## src/rtl/fp_wb_pkg.sv

```systemverilog
// Shared constants and types for the FP writeback stage: flag bit order,
// CSR field layout, buffer depth and the buffered entry format.
package fp_wb_pkg;

    localparam int unsigned FP_WB_DEPTH = 2;

    localparam int unsigned RESULT_W = 32;
    localparam int unsigned DEST_W   = 5;
    localparam int unsigned FLAG_W   = 3;

    // Flag vector order: overflow, underflow, inexact.
    localparam int unsigned FLAG_OF = 2;
    localparam int unsigned FLAG_UF = 1;
    localparam int unsigned FLAG_NX = 0;

    // CSR layout: read {cause, enable, flags}, write {enable, flags}.
    localparam int unsigned CSR_FLAGS_LSB  = 0;
    localparam int unsigned CSR_ENABLE_LSB = 3;
    localparam int unsigned CSR_CAUSE_LSB  = 6;
    localparam int unsigned CSR_WDATA_W    = 6;
    localparam int unsigned CSR_RDATA_W    = 9;

    typedef logic [FLAG_W-1:0] flags_t;

    typedef struct packed {
        logic [RESULT_W-1:0] result;
        logic [DEST_W-1:0]   dest;
    } wb_entry_t;

    function automatic flags_t pack_flags(input logic of, input logic uf, input logic nx);
        flags_t f;
        f          = '0;
        f[FLAG_OF] = of;
        f[FLAG_UF] = uf;
        f[FLAG_NX] = nx;
        return f;
    endfunction

endpackage

```

## src/rtl/fp_wb_if.sv

```systemverilog
// Bundle of the multiplier input, writeback, CSR and trap signals of the stage.
interface fp_wb_if;
    import fp_wb_pkg::*;

    logic                   in_valid;
    logic                   in_ready;
    logic [RESULT_W-1:0]    in_result;
    logic                   in_overflow;
    logic                   in_underflow;
    logic                   in_inexact;
    logic [DEST_W-1:0]      in_dest;

    logic                   wb_valid;
    logic                   wb_ready;
    logic [RESULT_W-1:0]    wb_data;
    logic [DEST_W-1:0]      wb_dest;

    logic                   csr_we;
    logic [CSR_WDATA_W-1:0] csr_wdata;
    logic [CSR_RDATA_W-1:0] csr_rdata;

    logic                   trap;
    logic [DEST_W-1:0]      trap_dest;
    logic                   trap_ack;

    // Environment side: multiplier, register file and CSR/trap handler.
    modport master (
        output in_valid, in_result, in_overflow, in_underflow, in_inexact, in_dest,
        input  in_ready,
        input  wb_valid, wb_data, wb_dest,
        output wb_ready,
        output csr_we, csr_wdata,
        input  csr_rdata,
        input  trap, trap_dest,
        output trap_ack
    );

    // Writeback stage side.
    modport slave (
        input  in_valid, in_result, in_overflow, in_underflow, in_inexact, in_dest,
        output in_ready,
        output wb_valid, wb_data, wb_dest,
        input  wb_ready,
        input  csr_we, csr_wdata,
        output csr_rdata,
        output trap, trap_dest,
        input  trap_ack
    );

endinterface

```

## src/rtl/fp_wb_fifo.sv

```systemverilog
// Two-entry in-order result buffer with 1-bit wrapping pointers.
module fp_wb_fifo
    import fp_wb_pkg::*;
(
    input  logic      i_clk,
    input  logic      i_rst,
    input  logic      i_push,
    input  logic      i_pop,
    input  wb_entry_t i_wdata,
    output wb_entry_t o_rdata,
    output logic [1:0] o_count
);

    wb_entry_t  r_mem [2];
    logic       r_wptr;
    logic       r_rptr;
    logic [1:0] r_count;

    logic       w_do_push;
    logic       w_do_pop;

    // Self-protect against push when full or pop when empty.
    assign w_do_push = i_push && (r_count != 2'd2);
    assign w_do_pop  = i_pop && (r_count != 2'd0);

    // Storage write; contents need no reset since count gates visibility.
    always_ff @(posedge i_clk) begin
        if (w_do_push) begin
            r_mem[r_wptr] <= i_wdata;
        end
    end

    // Pointer and occupancy update.
    always_ff @(posedge i_clk) begin
        if (i_rst) begin
            r_wptr  <= 1'b0;
            r_rptr  <= 1'b0;
            r_count <= 2'd0;
        end else begin
            if (w_do_push) begin
                r_wptr <= ~r_wptr;
            end
            if (w_do_pop) begin
                r_rptr <= ~r_rptr;
            end
            if (w_do_push && !w_do_pop) begin
                r_count <= r_count + 2'd1;
            end else if (w_do_pop && !w_do_push) begin
                r_count <= r_count - 2'd1;
            end
        end
    end

    assign o_rdata = r_mem[r_rptr];
    assign o_count = r_count;

endmodule

```

## src/rtl/fp_wb_stage.sv

```systemverilog
// FP multiplier writeback stage: buffers results for the register file, keeps
// sticky exception flags, and raises a trap instead of writing back when an
// incoming flag is enabled.
module fp_wb_stage
    import fp_wb_pkg::*;
#(
    parameter int unsigned DEPTH = FP_WB_DEPTH
) (
    input  logic   clk,
    input  logic   rst,
    fp_wb_if.slave bus
);

    flags_t                 r_flags;
    flags_t                 r_enable;
    flags_t                 r_cause;
    logic                   r_trap;
    logic [DEST_W-1:0]      r_trap_dest;

    flags_t                 w_in_flags;
    flags_t                 w_new_flags;
    flags_t                 w_flags_d;
    logic                   w_in_ready;
    logic                   w_accept;
    logic                   w_hit;
    logic                   w_push;
    logic                   w_pop;
    logic                   w_wb_valid;
    logic [1:0]             w_count;
    wb_entry_t              w_push_entry;
    wb_entry_t              w_head;
    logic [CSR_RDATA_W-1:0] w_csr_rdata;

    assign w_in_flags   = pack_flags(bus.in_overflow, bus.in_underflow, bus.in_inexact);
    assign w_in_ready   = !rst && (32'(w_count) < DEPTH) && !r_trap;
    assign w_accept     = bus.in_valid && w_in_ready;
    // Hit uses the enable register before any same-cycle CSR write.
    assign w_hit        = |(w_in_flags & r_enable);
    assign w_push       = w_accept && !w_hit;
    assign w_wb_valid   = !rst && (w_count != 2'd0);
    assign w_pop        = w_wb_valid && bus.wb_ready;
    assign w_push_entry = '{result: bus.in_result, dest: bus.in_dest};

    fp_wb_fifo u_fifo (
        .i_clk   (clk),
        .i_rst   (rst),
        .i_push  (w_push),
        .i_pop   (w_pop),
        .i_wdata (w_push_entry),
        .o_rdata (w_head),
        .o_count (w_count)
    );

    // Next sticky flags: a CSR write replaces them but keeps same-cycle accept flags.
    always_comb begin
        w_new_flags = w_push ? w_in_flags : '0;
        if (bus.csr_we) begin
            w_flags_d = bus.csr_wdata[CSR_FLAGS_LSB +: FLAG_W] | w_new_flags;
        end else begin
            w_flags_d = r_flags | w_new_flags;
        end
    end

    // Flag, enable and cause registers.
    always_ff @(posedge clk) begin
        if (rst) begin
            r_flags  <= '0;
            r_enable <= '0;
            r_cause  <= '0;
        end else begin
            r_flags <= w_flags_d;
            if (bus.csr_we) begin
                r_enable <= bus.csr_wdata[CSR_ENABLE_LSB +: FLAG_W];
            end
            if (w_accept) begin
                r_cause <= w_in_flags;
            end
        end
    end

    // Trap is raised by an enabled-flag accept and held until acknowledged.
    always_ff @(posedge clk) begin
        if (rst) begin
            r_trap      <= 1'b0;
            r_trap_dest <= '0;
        end else if (w_accept && w_hit) begin
            r_trap      <= 1'b1;
            r_trap_dest <= bus.in_dest;
        end else if (r_trap && bus.trap_ack) begin
            r_trap      <= 1'b0;
        end
    end

    // CSR read view assembled from the live registers.
    always_comb begin
        w_csr_rdata = '0;
        w_csr_rdata[CSR_CAUSE_LSB +: FLAG_W]  = r_cause;
        w_csr_rdata[CSR_ENABLE_LSB +: FLAG_W] = r_enable;
        w_csr_rdata[CSR_FLAGS_LSB +: FLAG_W]  = r_flags;
    end

    assign bus.in_ready  = w_in_ready;
    assign bus.wb_valid  = w_wb_valid;
    assign bus.wb_data   = w_head.result;
    assign bus.wb_dest   = w_head.dest;
    assign bus.csr_rdata = w_csr_rdata;
    // Masked during reset so no stale trap is visible before the registers clear.
    assign bus.trap      = r_trap && !rst;
    assign bus.trap_dest = r_trap_dest;

endmodule

```

## src/flat_wrapper.sv

```systemverilog
// flat-port wrapper written by rule: the top's interface ports become plain ports
module fp_wb_stage_flat import fp_wb_pkg::*;
#(
    parameter int unsigned DEPTH = FP_WB_DEPTH
)
  (clk, rst, bus_in_valid, bus_in_result, bus_in_overflow, bus_in_underflow, bus_in_inexact, bus_in_dest, bus_in_ready, bus_wb_valid, bus_wb_data, bus_wb_dest, bus_wb_ready, bus_csr_we, bus_csr_wdata, bus_csr_rdata, bus_trap, bus_trap_dest, bus_trap_ack);
  fp_wb_if bus_i ();
  input  logic clk;
  input  logic rst;
  input wire logic [$bits(bus_i.in_valid)-1:0] bus_in_valid;
  input wire logic [$bits(bus_i.in_result)-1:0] bus_in_result;
  input wire logic [$bits(bus_i.in_overflow)-1:0] bus_in_overflow;
  input wire logic [$bits(bus_i.in_underflow)-1:0] bus_in_underflow;
  input wire logic [$bits(bus_i.in_inexact)-1:0] bus_in_inexact;
  input wire logic [$bits(bus_i.in_dest)-1:0] bus_in_dest;
  output wire logic [$bits(bus_i.in_ready)-1:0] bus_in_ready;
  output wire logic [$bits(bus_i.wb_valid)-1:0] bus_wb_valid;
  output wire logic [$bits(bus_i.wb_data)-1:0] bus_wb_data;
  output wire logic [$bits(bus_i.wb_dest)-1:0] bus_wb_dest;
  input wire logic [$bits(bus_i.wb_ready)-1:0] bus_wb_ready;
  input wire logic [$bits(bus_i.csr_we)-1:0] bus_csr_we;
  input wire logic [$bits(bus_i.csr_wdata)-1:0] bus_csr_wdata;
  output wire logic [$bits(bus_i.csr_rdata)-1:0] bus_csr_rdata;
  output wire logic [$bits(bus_i.trap)-1:0] bus_trap;
  output wire logic [$bits(bus_i.trap_dest)-1:0] bus_trap_dest;
  input wire logic [$bits(bus_i.trap_ack)-1:0] bus_trap_ack;
  assign bus_i.in_valid = bus_in_valid;
  assign bus_i.in_result = bus_in_result;
  assign bus_i.in_overflow = bus_in_overflow;
  assign bus_i.in_underflow = bus_in_underflow;
  assign bus_i.in_inexact = bus_in_inexact;
  assign bus_i.in_dest = bus_in_dest;
  assign bus_in_ready = bus_i.in_ready;
  assign bus_wb_valid = bus_i.wb_valid;
  assign bus_wb_data = bus_i.wb_data;
  assign bus_wb_dest = bus_i.wb_dest;
  assign bus_i.wb_ready = bus_wb_ready;
  assign bus_i.csr_we = bus_csr_we;
  assign bus_i.csr_wdata = bus_csr_wdata;
  assign bus_csr_rdata = bus_i.csr_rdata;
  assign bus_trap = bus_i.trap;
  assign bus_trap_dest = bus_i.trap_dest;
  assign bus_i.trap_ack = bus_trap_ack;
  fp_wb_stage #(.DEPTH(DEPTH)) u_core (.clk(clk), .rst(rst), .bus(bus_i));
endmodule
```

## config.mk

```make
export PLATFORM = sky130hd
export DESIGN_NAME = fp_wb_stage_flat
export DESIGN_NICKNAME = d
export VERILOG_FILES = /design/src/rtl/fp_wb_pkg.sv /design/src/rtl/fp_wb_if.sv /design/src/rtl/fp_wb_fifo.sv /design/src/rtl/fp_wb_stage.sv /design/src/flat_wrapper.sv
export SDC_FILE = /design/constraint.sdc
export NUM_CORES = 1
export LEC_CHECK = 0
export CAP_MARGIN = 20
export CORE_MARGIN = 5
export CORE_UTILIZATION = 47
export DETAILED_ROUTE_END_ITERATION = 10
export PLACE_DENSITY = 0.89
export SLEW_MARGIN = 20
export SYNTH_ARGS = -nofsm -noshare
export SYNTH_HDL_FRONTEND = slang
export SYNTH_HIERARCHICAL = 1
export SYNTH_SLANG_ARGS = --single-unit
export TNS_END_PERCENT = 100
```

## constraint.sdc

```tcl
create_clock -name clk -period 5 [get_ports clk]
set_clock_uncertainty 0.15 [all_clocks]
set_input_delay 1.5 -clock clk [delete_from_list [all_inputs] [get_ports clk]]
set_output_delay 1.5 -clock clk [all_outputs]
set_load 0.02 [all_outputs]
```

Word-level counts from Yosys, hierarchy flattened
Memory sizes are Yosys's and may differ from the RTL's. A register that Yosys moved wholly into a read port is not among the register bits. Cells that the tools add are included.

Bits in registers: 19. Latch bits: 0. RAM bits: 74. ROM bits: 0. Bits of input ports: 52. Output and inout port bits: 54. Word-level logic and storage cells: 50. Memories kept: 1.

Memories: u_core.u_fifo.r_mem (depth 2, bits a word 37, rd ports 1, clocked after Yosys merged registers in 1, write ports 1, line fp_wb_fifo.sv:14) `wb_entry_t r_mem [2];`.

Add/subtract/negate cells: 2. Multiply operators: 0. Divide/modulo/power cells: 0. $lt $le $gt $ge: 1. Equal/unequal tests: 1. Shift-type cells: 0. Muxes and demuxes: 10. Bitwise operators: 5. Reduce and logical (&&, ||, !) cells: 22.

Operators with widths (count): 1-bit logical AND (13); 1-bit two-way mux (6); 3-bit two-way mux (2); 3-bit bitwise OR (2); 2-bit nonzero test (3); 1-bit logical NOT (5); 2-bit two-way mux (2); 3-bit bitwise AND (1); 3-bit OR reduction (1); 2-bit by 1-bit adder with 2-bit output (second input constant) (1); 2-bit less-than comparator (second input constant) (1); 2-bit inequality test (second input constant) (1); 1-bit inverter (2); 2-bit by 1-bit subtractor with 2-bit output (second input constant) (1).

Depth between registers and ports, before layout
Gate-level depths: netlist of run 1.

Depth after elaboration: 10. Depth in mapped cells: 9.

By module
The synthesis of run 1 kept the hierarchy.

By module, submodules not included: fp_wb_fifo (instances 1, cells each 140, area an instance 2880.3 sq um, seq. area each 2322.2 sq um); fp_wb_stage (instances 1, cells each 67, area an instance 653.1 sq um, seq. area each 300.3 sq um).

Worst setup path after synthesis of run 1
Ideal clock, no wire load.

Path kind: in2reg. From: input rst. To: memory u_core/u_fifo/r_mem[1][0] (netlist bit) (enable). Library setup time: 431 ps. Data arrival time: 3949 ps. Required time: 4419 ps. Slack: 470 ps. Cell stages on the path: 5. Path buffers: 1. Path through: buf_6 nor4b_4 and2_0 nand2_1 nor2_1.

Cells in the longest elaborated chain, start to end: 8.

RTL lines: start: declaration (line flat_wrapper.sv:9) `input logic rst;`; 1-bit logical NOT (line fp_wb_stage.sv:35) `assign w_in_ready = !rst && (32'(w_count) < DEPTH) && !r_trap;`; 1-bit logical AND (2 in series) (line fp_wb_stage.sv:35); 1-bit logical AND (line fp_wb_stage.sv:36) `assign w_accept = bus.in_valid && w_in_ready;`; 1-bit logical AND (line fp_wb_stage.sv:39) `assign w_push = w_accept && !w_hit;`; net u_core.w_push (line fp_wb_stage.sv:26) `logic w_push;`; 1-bit logical AND (line fp_wb_fifo.sv:23) `assign w_do_push = i_push && (r_count != 2'd2);`; 1-bit two-way mux (line fp_wb_fifo.sv:28) `if (w_do_push) begin`; 1-bit two-way mux (not written as such) (line fp_wb_fifo.sv:29) `r_mem[r_wptr] <= i_wdata;`; end: declaration (line fp_wb_fifo.sv:14).

The timed path passes the listed nets, and every way through them passes these cells.

Worst setup path after layout of run 1
From: input rst. To: output bus_trap.

Cells in the longest elaborated chain, start to end: 2.

RTL lines: 1-bit logical NOT (line fp_wb_stage.sv:108) `assign bus.trap = r_trap && !rst;`; 1-bit logical AND (line fp_wb_stage.sv:108); end: declaration (line flat_wrapper.sv:24) `output wire logic [$bits(bus_i.trap)-1:0] bus_trap;`.

No other way between the ends.

==> results of run 1 <==
worst max-delay path: cells and delay by family:
family	cells	cell delay [ns]
buffers and inverters	2	1.09
AND/OR/NAND/NOR	1	0.18
power breakdown:
group | leakage (nW) | internal [mW] | total, mW | switching, mW
Sequential | 0.838 | 0.882 | 0.900 | 0.0181
Combinational | 0.729 | 0.122 | 0.230 | 0.108
Clock | 0.117 | 0.336 | 0.590 | 0.254
state kept, by name, summed over array words and instances, names as in the netlist, named ones only:
signal and cells:
u_core/r_trap 1, u_core/r_cause 3, u_core/u_fifo/r_mem 74, u_core/r_enable 3
u_core/u_fifo/r_rptr 1, u_core/u_fifo/o_count 2, u_core/r_flags 3, u_core/u_fifo/r_wptr 1
u_core/bus.trap_dest 5
logic make-up (layout without fill, tap and decap cells):
| kind of cell | Yosys count | count (layout) |
|---|---|---|
| and+or+nand+nor | 30 | 30 |
| muxes | 43 | 43 |
| DFF | 94 | 94 |
| xor gates and xnor gates | 3 | 3 |
| adders and majority gates | 1 | 1 |
| AOI/OAI and AO/OA | 23 | 23 |
| buffers and inverters | 13 | 131 |
stage by stage:
step / cells / setup slack (ns) / area, µm²
floorplan: 207 / 0.470 / 3530
global placement: 408 / 0.607 / 4700
detailed placement: 408 / 0.560 / 4700
CTS: 424 / 0.547 / 4940
global route: 424 / 0.520 / 4940
finish: 424 / 0.573 / 4940
cell usage after synthesis, types with 2 or more instances:
| cell | instances |
|---|---|
| sky130_fd_sc_hd__buf_2 | 2 |
| sky130_fd_sc_hd__buf_4 | 3 |
| sky130_fd_sc_hd__o2bb2ai_1 | 4 |
| sky130_fd_sc_hd__inv_1 | 4 |
| sky130_fd_sc_hd__o21ai_1 | 4 |
| sky130_fd_sc_hd__mux2_2 | 37 |
| sky130_fd_sc_hd__nand3b_1 | 5 |
| sky130_fd_sc_hd__mux2i_1 | 6 |
| sky130_fd_sc_hd__xor2_1 | 3 |
| sky130_fd_sc_hd__a21oi_1 | 10 |
| sky130_fd_sc_hd__nand2_1 | 7 |
| sky130_fd_sc_hd__edfxtp_1 | 74 |
| sky130_fd_sc_hd__clkbuf_1 | 2 |
| sky130_fd_sc_hd__dfxtp_1 | 20 |
| sky130_fd_sc_hd__o21ai_0 | 2 |
| sky130_fd_sc_hd__nor2_1 | 9 |
| sky130_fd_sc_hd__buf_6 | 2 |
metal layers:
metal	global-route usage (%)	share of wire (%)
met1	18.7	42
met3	5.11	6.6
met5	0	0
met2	25.6	50
met4	5.83	1.3
worst min path at each step:
| stage | slack (ns) | start | to |
|---|---|---|---|
| finish | 0.33 | u_core/r_cause[2]$_SDFFE_PP0P_ | u_core/r_cause[2]$_SDFFE_PP0P_ |
| global route | 0.34 | u_core/bus.trap_dest[2]$_SDFFE_PP0P_ | u_core/bus.trap_dest[2]$_SDFFE_PP0P_ |
| CTS | 0.33 | u_core/r_cause[2]$_SDFFE_PP0P_ | u_core/r_cause[2]$_SDFFE_PP0P_ |
| detailed placement | 0.31 | u_core/r_cause[2]$_SDFFE_PP0P_ | u_core/r_cause[2]$_SDFFE_PP0P_ |
| global placement | 0.31 | u_core/r_cause[0]$_SDFFE_PP0P_ | u_core/r_cause[0]$_SDFFE_PP0P_ |
| floorplan | 0.32 | u_core/u_fifo/r_rptr$_SDFFE_PP0P_ | flip-flop |
area by class of cell:
cell class | count | area (µm²) | area share [%]
Timing Repair Buffer | 111 | 1100 | 22.2
Sequential cell | 94 | 2620 | 53.1
Multi-Input combinational cell | 100 | 841 | 17.0
Clock inverter | 6 | 115 | 2.33
Tap cell | 99 | 124 | 2.51
Inverter | 4 | 15.0 | 0.304
Clock buffer | 10 | 128 | 2.58
==> insert_results.sql, run 1 <==
INSERT INTO impl_metrics (metric_group, metric, value, unit) VALUES
('grt', 'first_global_vias', '2248', ''),
('yosys', 'yosys.area_share.simple', '4.99', '%'),
('cts', 'cts.sink_count', '94', ''),
('critical_path', 'cp.required', '3.35', 'ns'),
('route', 'remaining_drc_errors', '0', ''),
('finish', 'mostFrequentLayoutCell', 'sky130_fd_sc_hd__clkdlybuf4s50_1', ''),
('yosys', 'yosys.area_share.adder', '0.354', '%'),
('finish', 'filler_cell_count', '509', ''),
('cts', 'worst_setup_hold_path_clk_slew', '0.08', 'ns'),
('die', 'fp.coreArea', '7290', 'µm²'),
('yosys', 'synth.net_count', '260', ''),
('critical_path', 'critical_path_arrival', '2.78', 'ns'),
('die', 'dieArea', '9350', 'µm²'),
('finish', 'most-common-layout-cells', 'sky130_fd_sc_hd__clkdlybuf4s50_1, sky130_fd_sc_hd__edfxtp_1, sky130_fd_sc_hd__mux2_2', ''),
('route', 'detail_route.wl_per_cell', '17.1', 'µm'),
('die', 'floorplan.die.height', '96.7', 'µm'),
('critical_path', 'crit_path_top_delay_cell', 'sky130_fd_sc_hd__clkdlybuf4s50_1', ''),
('pwr', 'report.power.total', '1.72', 'mW'),
('route', 'routed-via-count', '2130', ''),
('timing', 'worst_hold_slack', '0.327', 'ns'),
('cts', 'cts-resized-gates', '0', ''),
('job', 'drv_cap', '0', ''),
('placement', 'port_buffers', '105', ''),
('critical_path', 'r2r-start', 'u_core/u_fifo/o_count[1]$_SDFFE_PP0P_', ''),
('finish', 'post_route_cells_drive_above_1_share', '19.4', '%'),
('critical_path', 'slowest_delay', '0.63', 'ns'),
('critical_path', 'timing.setup.critical_path_class', 'input pin to primary output', ''),
('yosys', 'post_synth_num_cell_types', '30', ''),
('cts', 'number_of_cts_inserted_buffers', '9', ''),
('yosys', 'synth.area.mux_share', '13.5', '%'),
('cts', 'post-cts-setup-buffers', '0', ''),
('yosys', 'yosysTopAreaCell', 'sky130_fd_sc_hd__edfxtp_1', ''),
('cts', 'hold_buffers', '0', ''),
('yosys', 'synth-edff-count', '74', ''),
('grt', 'antenna_violations_before_repair', '0', ''),
('route', 'detail_route.first_pass.iterations', '4', ''),
('critical_path', 'worst_setup_path_endpoint', 'bus_trap', ''),
('die', 'top_level_ports', '106', ''),
('timing', 'fin_crit', '4.43', 'ns'),
('die', 'die_w', '96.7', 'µm'),
('critical_path', 'crit_start', 'rst', ''),
('yosys', 'synth.ff_latch_count', '94', ''),
('timing', 'slew_at_the_pin_with_the_worst_max_slew_slack', '0.876', 'ns'),
('grt', 'grt_first_pass_wirelength', '11500', 'µm'),
('critical_path', 'worst_setup_path_start_kind', 'input pin', ''),
('grt', 'grt_start_max_net_pins', '38', ''),
('placement', 'globalplace.congestion', '0.839', ''),
('yosys', 'syn_inst_count', '207', ''),
('pwr', 'leakage_dissipation', '1.68', 'nW'),
('route', 'route.detailed.vias_per_inst', '5.02', ''),
('yosys', 'dominant_cells_by_area_after_synthesis', 'sky130_fd_sc_hd__edfxtp_1, sky130_fd_sc_hd__mux2_2, sky130_fd_sc_hd__dfxtp_1', ''),
('yosys', 'synth-warning-count', '6', ''),
('route', 'first_iter_violations', '72', ''),
('die', 'floorplan.initialDensity', '48.5', '%'),
('critical_path', 'reg2regPathDepth', '6', ''),
('timing', 'finalSetupViolations', '0', ''),
('yosys', 'yosys.area_share.xor_xnor', '0.744', '%'),
('die', 'rows', '31', ''),
('timing', 'finalHoldViolations', '0', ''),
('critical_path', 'crit_chain', 'clkdlybuf4s50_1 -> nor2b_1 -> clkdlybuf4s50_1', ''),
('yosys', 'dominantRegCellSynth', 'sky130_fd_sc_hd__edfxtp_1', ''),
('yosys', 'post-synth-top-area-fraction', '62.9', '%'),
('worst_hold_path', 'worstHoldPathCells', '2', ''),
('route', 'totalWireLength', '7270', 'µm'),
('critical_path', 'r2r-end', 'u_core/u_fifo/r_mem[1][0]$_DFFE_PP_', ''),
('critical_path', 'end_kind', 'primary output', ''),
('critical_path', 'crit_path_frequent_cell', 'sky130_fd_sc_hd__clkdlybuf4s50_1', ''),
('cts', 'root_buffer', 'sky130_fd_sc_hd__clkbuf_8', ''),
('run_status', 'outcome', 'completed', ''),
('yosys', 'synth_top_family_by_area', 'multiplexers', ''),
('cts', 'cts_max_path_buffers', '2', '');
No activity file was read; power rests on OpenSTA's default activity.
==> run 2: changes to the inputs <==
--- a/config.mk
+++ b/config.mk
@@ -6,7 +6,7 @@
 export NUM_CORES = 1
 export LEC_CHECK = 0
 export CAP_MARGIN = 20
-export CORE_MARGIN = 5
+export CORE_MARGIN = 2
 export CORE_UTILIZATION = 47
 export DETAILED_ROUTE_END_ITERATION = 10
 export PLACE_DENSITY = 0.89
==> run 2 against run 1 <==
Compared with the run above: final cell count down 0.47%; via count down 0.38%; combinational power about the same; total power down 5.9%; flip-flop and latch count unchanged; sequential share of layout area up 0.65 points.
==> insert_results.sql, run 2 (synthesis gave the netlist of run 1 again) <==
INSERT INTO impl_metrics (metric_group, metric, value, unit) VALUES
('run_status', 'outcome', 'completed', ''),
('critical_path', 'r2r-start', 'u_core/u_fifo/o_count[1]$_SDFFE_PP0P_', ''),
('finish', 'largest_register_ff_count', '74', ''),
('grt', 'grt.total_usage', '16.7', '%'),
('cts', 'root_buffer', 'sky130_fd_sc_hd__clkbuf_8', ''),
('finish', 'fin_area', '4880', 'µm²'),
('route', 'first_iter_violations', '72', ''),
('placement', 'port_buffers', '105', ''),
('timing', 'fin_crit', '4.57', 'ns'),
('critical_path', 'worst_setup_path_start_kind', 'input pin', ''),
('cts', 'cts.sink_count', '94', ''),
('grt', 'antenna_violations_before_repair', '0', ''),
('route', 'detail_route.wl_per_cell', '16.3', 'µm'),
('critical_path', 'cp.required', '3.35', 'ns'),
('die', 'rows', '31', ''),
('route', 'route.detailed.vias_per_inst', '5.03', ''),
('die', 'dieArea', '8230', 'µm²'),
('die', 'floorplan.initialDensity', '48.7', '%'),
('worst_hold_path', 'min_from', 'u_core/r_cause[1]$_SDFFE_PP0P_', ''),
('placement', 'globalplace.congestion', '0.766', ''),
('timing', 'finalCritPeriodShare', '91.5', '%'),
('timing', 'max_clock_freq', '0.219', 'GHz'),
('finish', 'mostFrequentLayoutCell', 'sky130_fd_sc_hd__clkdlybuf4s50_1', ''),
('finish', 'post_route_cells_drive_above_1_share', '18.9', '%'),
('pwr', 'leakage_dissipation', '1.65', 'nW'),
('critical_path', 'worst-r2r-setup-slack', '2.42', 'ns'),
('finish', 'syn_to_final_growth', '38.2', '%'),
('grt', 'grt_start_max_net_pins', '38', ''),
('die', 'floorplan.die.height', '90.7', 'µm'),
('pwr', 'power_per_cell_area', '331', 'nW/µm²'),
('worst_hold_path', 'worstHoldPathCells', '2', ''),
('cts', 'post-cts-setup-buffers', '0', ''),
('finish', 'finish.net_count', '371', ''),
('finish', 'multi_input_area', '841', 'µm²'),
('cts', 'tritoncts_clock_tree', 'yes', ''),
('timing', 'slew_at_the_pin_with_the_worst_max_slew_slack', '0.877', 'ns'),
('route', 'detail_route.first_pass.iterations', '4', ''),
('route', 'routed-via-count', '2122', ''),
('worst_hold_path', 'holdPathEnd', 'u_core/r_cause[1]$_SDFFE_PP0P_', ''),
('cts', 'cts_max_path_buffers', '2', ''),
('worst_hold_path', 'hold_class', 'flip-flop to flip-flop', ''),
('timing', 'maxSlewViolCount', '0', ''),
('critical_path', 'r2r-end', 'u_core/u_fifo/o_count[1]$_SDFFE_PP0P_', ''),
('cts', 'htreeDepth', '3', ''),
('route', 'totalWireLength', '6890', 'µm'),
('grt', 'gr-total-overflow', '0', ''),
('cts', 'clock_insertion_delay_at_the_later_pin_of_the_skew_report', '0.34', 'ns'),
('grt', 'grt_first_pass_wirelength', '10700', 'µm'),
('route', 'drtAntennaViolNets', '0', ''),
('die', 'die_w', '90.7', 'µm'),
('job', 'drv_cap', '0', ''),
('timing', 'finalSetupViolations', '0', ''),
('pwr', 'max-vdd-ir-drop', '0.000203', 'V'),
('critical_path', 'critical_path_arrival', '2.92', 'ns'),
('die', 'fp.coreArea', '7250', 'µm²'),
('critical_path', 'reg2regPathDepth', '7', ''),
('placement', 'dpl_cell_area', '4680', 'µm²'),
('timing', 'rsz_0062_raised_after_global_routing', 'no', ''),
('finish', 'n_antenna_cell', '0', ''),
('finish', 'largest_register_by_flop_count', 'u_core/u_fifo/r_mem', ''),
('placement', 'detailed_place_hpwl', '4700', 'µm'),
('die', 'top_level_ports', '106', ''),
('route', 'remaining_drc_errors', '0', ''),
('critical_path', 'end_kind', 'primary output', ''),
('cts', 'cts-resized-gates', '0', ''),
('timing', 'max_slew_margin', '41.5', '%'),
('critical_path', 'timing.critical_path.fanout_max', '9', ''),
('timing', 'finalHoldViolations', '0', ''),
('finish', 'most-common-layout-cells', 'sky130_fd_sc_hd__clkdlybuf4s50_1, sky130_fd_sc_hd__edfxtp_1, sky130_fd_sc_hd__mux2_2', ''),
('finish', 'seqCellArea', '2620', 'µm²'),
('finish', 'filler_cell_count', '533', ''),
('timing', 'timing.setup.tns', '0', 'ns'),
('cts', 'worst_setup_hold_path_clk_slew', '0.08', 'ns'),
('grt', 'first_global_vias', '2160', ''),
('cts', 'number_of_cts_inserted_buffers', '9', ''),
('cts', 'hold_buffers', '0', ''),
('critical_path', 'timing.setup.critical_path_class', 'input pin to primary output', '');
-- run 2: cell types whose count changed in the layout (fill, tap and decap cells not counted) --
cell / before / now
sky130_fd_sc_hd__clkinvlp_4: 1 / 3
sky130_fd_sc_hd__inv_6: 2 / 1
sky130_fd_sc_hd__clkinv_4: 0 / 1
sky130_fd_sc_hd__bufinv_16: 3 / 1
sky130_fd_sc_hd__buf_4: 6 / 4
-- run 2: where the power goes --
| part | total (mW) | internal [mW] | switching [mW] | leakage (nW) |
|---|---|---|---|---|
| Combinational | 0.227 | 0.120 | 0.106 | 0.718 |
| Clock | 0.491 | 0.234 | 0.258 | 0.0891 |
| Sequential | 0.900 | 0.882 | 0.0181 | 0.838 |
| Total | 1.62 | 1.24 | 0.382 | 1.65 |
-- run 2: metal layers --
layer	vias to the layer above	track usage, %	part of all wire, %
met5	-	0	0
met4	0	5.38	1.1
met3	9	6.34	9.2
met2	102	28.2	48
met1	1007	19.7	41
li1	1004	-	-
-- run 2: worst max path at each step --
stage / startpoint / cells past startpoint / to
6_report: rst / 3 / bus_trap
5_1_grt: rst / 3 / bus_trap
4_1_cts: rst / 3 / bus_trap
3_5_place_dp: rst / 3 / bus_trap
2_1_floorplan: rst / 5 / u_core/u_fifo/r_mem[1][0]$_DFFE_PP_
3_3_place_gp: rst / 3 / bus_trap
-- run 2: worst max-delay path, stage by stage --
cell	delay [ns]
sky130_fd_sc_hd__clkdlybuf4s50_1	0.56
sky130_fd_sc_hd__nor2b_1	0.22
sky130_fd_sc_hd__clkdlybuf4s50_1	0.64
-- run 2: area by class of cell --
| type | instances | share of cell area (%) |
|---|---|---|
| clock inverters | 6 | 1.44 |
| repair buffers | 109 | 22.1 |
| multi-input cells | 100 | 17.2 |
| clock buffers | 10 | 2.61 |
| flip-flops and latches | 94 | 53.7 |
| inverters | 4 | 0.308 |
| well taps | 99 | 2.54 |
-- run 2: through the flow --
stage          std cells  setup WS (ns)  hold slack [ns]  utilization [%]  power [mW]
2_1_floorplan        207          0.470            0.322                -        1.02
3_3_place_gp         406          0.475            0.299             64.6        1.14
3_5_place_dp         406          0.428            0.303             64.6        1.15
4_1_cts              422          0.419            0.319             67.3        1.63
5_1_grt              422          0.374            0.337             67.3        1.68
6_report             422          0.425            0.318             67.3        1.62
==> run 3: changes to the inputs <==
--- a/config.mk
+++ b/config.mk
@@ -7,9 +7,10 @@
 export LEC_CHECK = 0
 export CAP_MARGIN = 20
 export CORE_MARGIN = 2
-export CORE_UTILIZATION = 47
+export CORE_UTILIZATION = 48
+export CTS_BUF_LIST = sky130_fd_sc_hd__clkbuf_4
 export DETAILED_ROUTE_END_ITERATION = 10
-export PLACE_DENSITY = 0.89
+export PLACE_DENSITY = 0.9
 export SLEW_MARGIN = 20
 export SYNTH_ARGS = -nofsm -noshare
 export SYNTH_HDL_FRONTEND = slang
==> run 3 against run 2 <==
Compared with the run above: first-iteration DRC count grew 21%; worst setup slack gained 0.062 ns; total power shrank 2.8%; register-to-register slack gained 0.03 ns; via count grew 0.61%; final area shrank 0.77%; flip-flop and latch count is the same.
==> insert_results.sql, run 3 (synthesis gave the netlist of run 1 again) <==
INSERT INTO impl_metrics (metric_group, metric, value, unit) VALUES
('route', 'route.detailed.vias_per_inst', '5.06', ''),
('critical_path', 'slowest_delay', '0.63', 'ns'),
('finish', 'largest_register_by_flop_count', 'u_core/u_fifo/r_mem', ''),
('die', 'rows', '31', ''),
('cts', 'cts_max_path_buffers', '2', ''),
('finish', 'syn_to_final_growth', '37.1', '%'),
('route', 'first_iter_violations', '87', ''),
('die', 'die_w', '89.8', 'µm'),
('timing', 'finalCritPeriodShare', '90.3', '%'),
('cts', 'root_buffer', 'sky130_fd_sc_hd__clkbuf_4', ''),
('timing', 'max_slew_margin', '40.1', '%'),
('die', 'floorplan.initialDensity', '49.2', '%'),
('critical_path', 'crit_chain', 'clkdlybuf4s50_1 -> nor2b_1 -> clkdlybuf4s50_1', ''),
('worst_hold_path', 'hold_class', 'flip-flop to flip-flop', ''),
('finish', 'mostFrequentLayoutCell', 'sky130_fd_sc_hd__clkdlybuf4s50_1', ''),
('pwr', 'leakage_dissipation', '1.64', 'nW'),
('cts', 'worst_setup_hold_path_clk_slew', '0.13', 'ns'),
('finish', 'largest_register_ff_count', '74', ''),
('timing', 'slew_at_the_pin_with_the_worst_max_slew_slack', '0.898', 'ns'),
('critical_path', 'cp.required', '3.35', 'ns'),
('critical_path', 'crit_path_frequent_cell', 'sky130_fd_sc_hd__clkdlybuf4s50_1', ''),
('finish', 'finalNonFillerCells', '422', ''),
('pwr', 'max-vdd-ir-drop', '0.000152', 'V'),
('timing', 'max_clock_freq', '0.222', 'GHz'),
('placement', 'dpl_cell_area', '4680', 'µm²'),
('critical_path', 'end_kind', 'primary output', ''),
('run_status', 'outcome', 'completed', ''),
('die', 'dieArea', '8060', 'µm²'),
('cts', 'post-cts-setup-buffers', '0', ''),
('timing', 'finalSetupViolations', '0', ''),
('finish', 'final_util', '67.5', '%'),
('finish', 'filler_cell_count', '475', ''),
('critical_path', 'worst_setup_path_start_kind', 'input pin', ''),
('critical_path', 'worst_path_dominant_cell_family', 'buffers and inverters', ''),
('critical_path', 'timing.critical_path.fanout_max', '8', ''),
('job', 'drv_cap', '0', ''),
('grt', 'grt_start_max_net_pins', '38', ''),
('critical_path', 'crit_path_top_delay_cell', 'sky130_fd_sc_hd__clkdlybuf4s50_1', ''),
('cts', 'cts.sink_count', '94', ''),
('critical_path', 'critPathBufInv', '2', ''),
('route', 'detail_route.first_pass.iterations', '4', ''),
('finish', 'seqCellArea', '2620', 'µm²'),
('cts', 'htreeDepth', '3', ''),
('finish', 'most-common-layout-cells', 'sky130_fd_sc_hd__clkdlybuf4s50_1, sky130_fd_sc_hd__edfxtp_1, sky130_fd_sc_hd__mux2_2', ''),
('timing', 'fin_crit', '4.51', 'ns'),
('route', 'drtAntennaViolNets', '0', ''),
('timing', 'maxSlewViolCount', '0', ''),
('die', 'fp.coreArea', '7180', 'µm²'),
('pwr', 'power_per_cell_area', '325', 'nW/µm²'),
('critical_path', 'critical_path_arrival', '2.86', 'ns'),
('route', 'detail_route.wl_per_cell', '15.8', 'µm'),
('grt', 'first_global_vias', '2163', ''),
('die', 'top_level_ports', '106', ''),
('finish', 'n_antenna_cell', '0', ''),
('finish', 'multi_input_area', '841', 'µm²'),
('timing', 'finalHoldViolations', '0', ''),
('grt', 'grt.total_usage', '16.9', '%'),
('finish', 'fin_area', '4840', 'µm²'),
('route', 'remaining_drc_errors', '0', ''),
('timing', 'timing.setup.tns', '0', 'ns'),
('grt', 'gr-total-overflow', '0', ''),
('route', 'totalWireLength', '6670', 'µm'),
('cts', 'hold_buffers', '0', ''),
('cts', 'cts-resized-gates', '0', ''),
('placement', 'globalplace.congestion', '0.765', ''),
('cts', 'clock_insertion_delay_at_the_later_pin_of_the_skew_report', '0.43', 'ns'),
('route', 'routed-via-count', '2135', ''),
('finish', 'post_route_cells_drive_above_1_share', '18.6', '%'),
('die', 'floorplan.die.height', '89.8', 'µm'),
('placement', 'detailed_place_hpwl', '4590', 'µm'),
('cts', 'tritoncts_clock_tree', 'yes', ''),
('grt', 'antenna_violations_before_repair', '0', ''),
('timing', 'rsz_0062_raised_after_global_routing', 'no', ''),
('critical_path', 'timing.setup.critical_path_class', 'input pin to primary output', ''),
('grt', 'grt_first_pass_wirelength', '10600', 'µm'),
('cts', 'number_of_cts_inserted_buffers', '9', ''),
('placement', 'placed_cells', '406', ''),
('placement', 'port_buffers', '105', ''),
('finish', 'finish.net_count', '371', '');
run 3: cell count changes in the layout (fill, tap and decap cells not counted), sizes merged:
cell      before  now
clkinvlp       3    0
clkinv         1    3
bufinv         1    2
run 3: stage by stage:
stage	power, mW	setup slack [ns]	hold slack [ns]
finish	1.57	0.487	0.341
global route	1.63	0.425	0.354
CTS	1.59	0.479	0.337
detailed placement	1.14	0.486	0.314
global placement	1.14	0.508	0.308
floorplan	1.02	0.470	0.322
run 3: worst paths after layout:
path	slack [ns]	cells past startpoint	startpoint	end
max reg2reg	2.45	7	u_core/u_fifo/o_count[1]$_SDFFE_PP0P_	u_core/u_fifo/o_count[1]$_SDFFE_PP0P_
min reg2reg	0.34	2	u_core/bus.trap_dest[2]$_SDFFE_PP0P_	u_core/bus.trap_dest[2]$_SDFFE_PP0P_
min	0.34	2	u_core/bus.trap_dest[2]$_SDFFE_PP0P_	u_core/bus.trap_dest[2]$_SDFFE_PP0P_
max	0.49	3	rst	bus_trap
run 3: report_power, final:
group	switching [mW]	internal, mW	leakage (nW)
combinational	0.105	0.120	0.718
clock	0.239	0.208	0.0861
sequential	0.0181	0.882	0.838
total	0.362	1.21	1.64
run 3: per-layer routing:
layer / up-vias / share of wire, % / GRT usage, %
met3: 10 / 7.8 / 5.03
met5: - / 0 / 0
met1: 1034 / 40 / 20.2
met2: 85 / 50 / 28.8
met4: 0 / 1.3 / 6.92
li1: 1006 / - / -
run 3: worst min-delay path: cells and delay by family, from the launching register on:
family	cells	cell delay [ns]
AO/OA/AOI/OAI	2	0.12
flip-flops	1	0.35
run 3: cell type report:
| class | count | share of cell area (%) |
|---|---|---|
| clock buffer | 10 | 1.55 |
| clock inverter | 6 | 1.76 |
| inverter | 4 | 0.310 |
| multi-input combinational | 100 | 17.4 |
| sequential | 94 | 54.2 |
| tap | 99 | 2.56 |
| timing repair buffer | 109 | 22.3 |
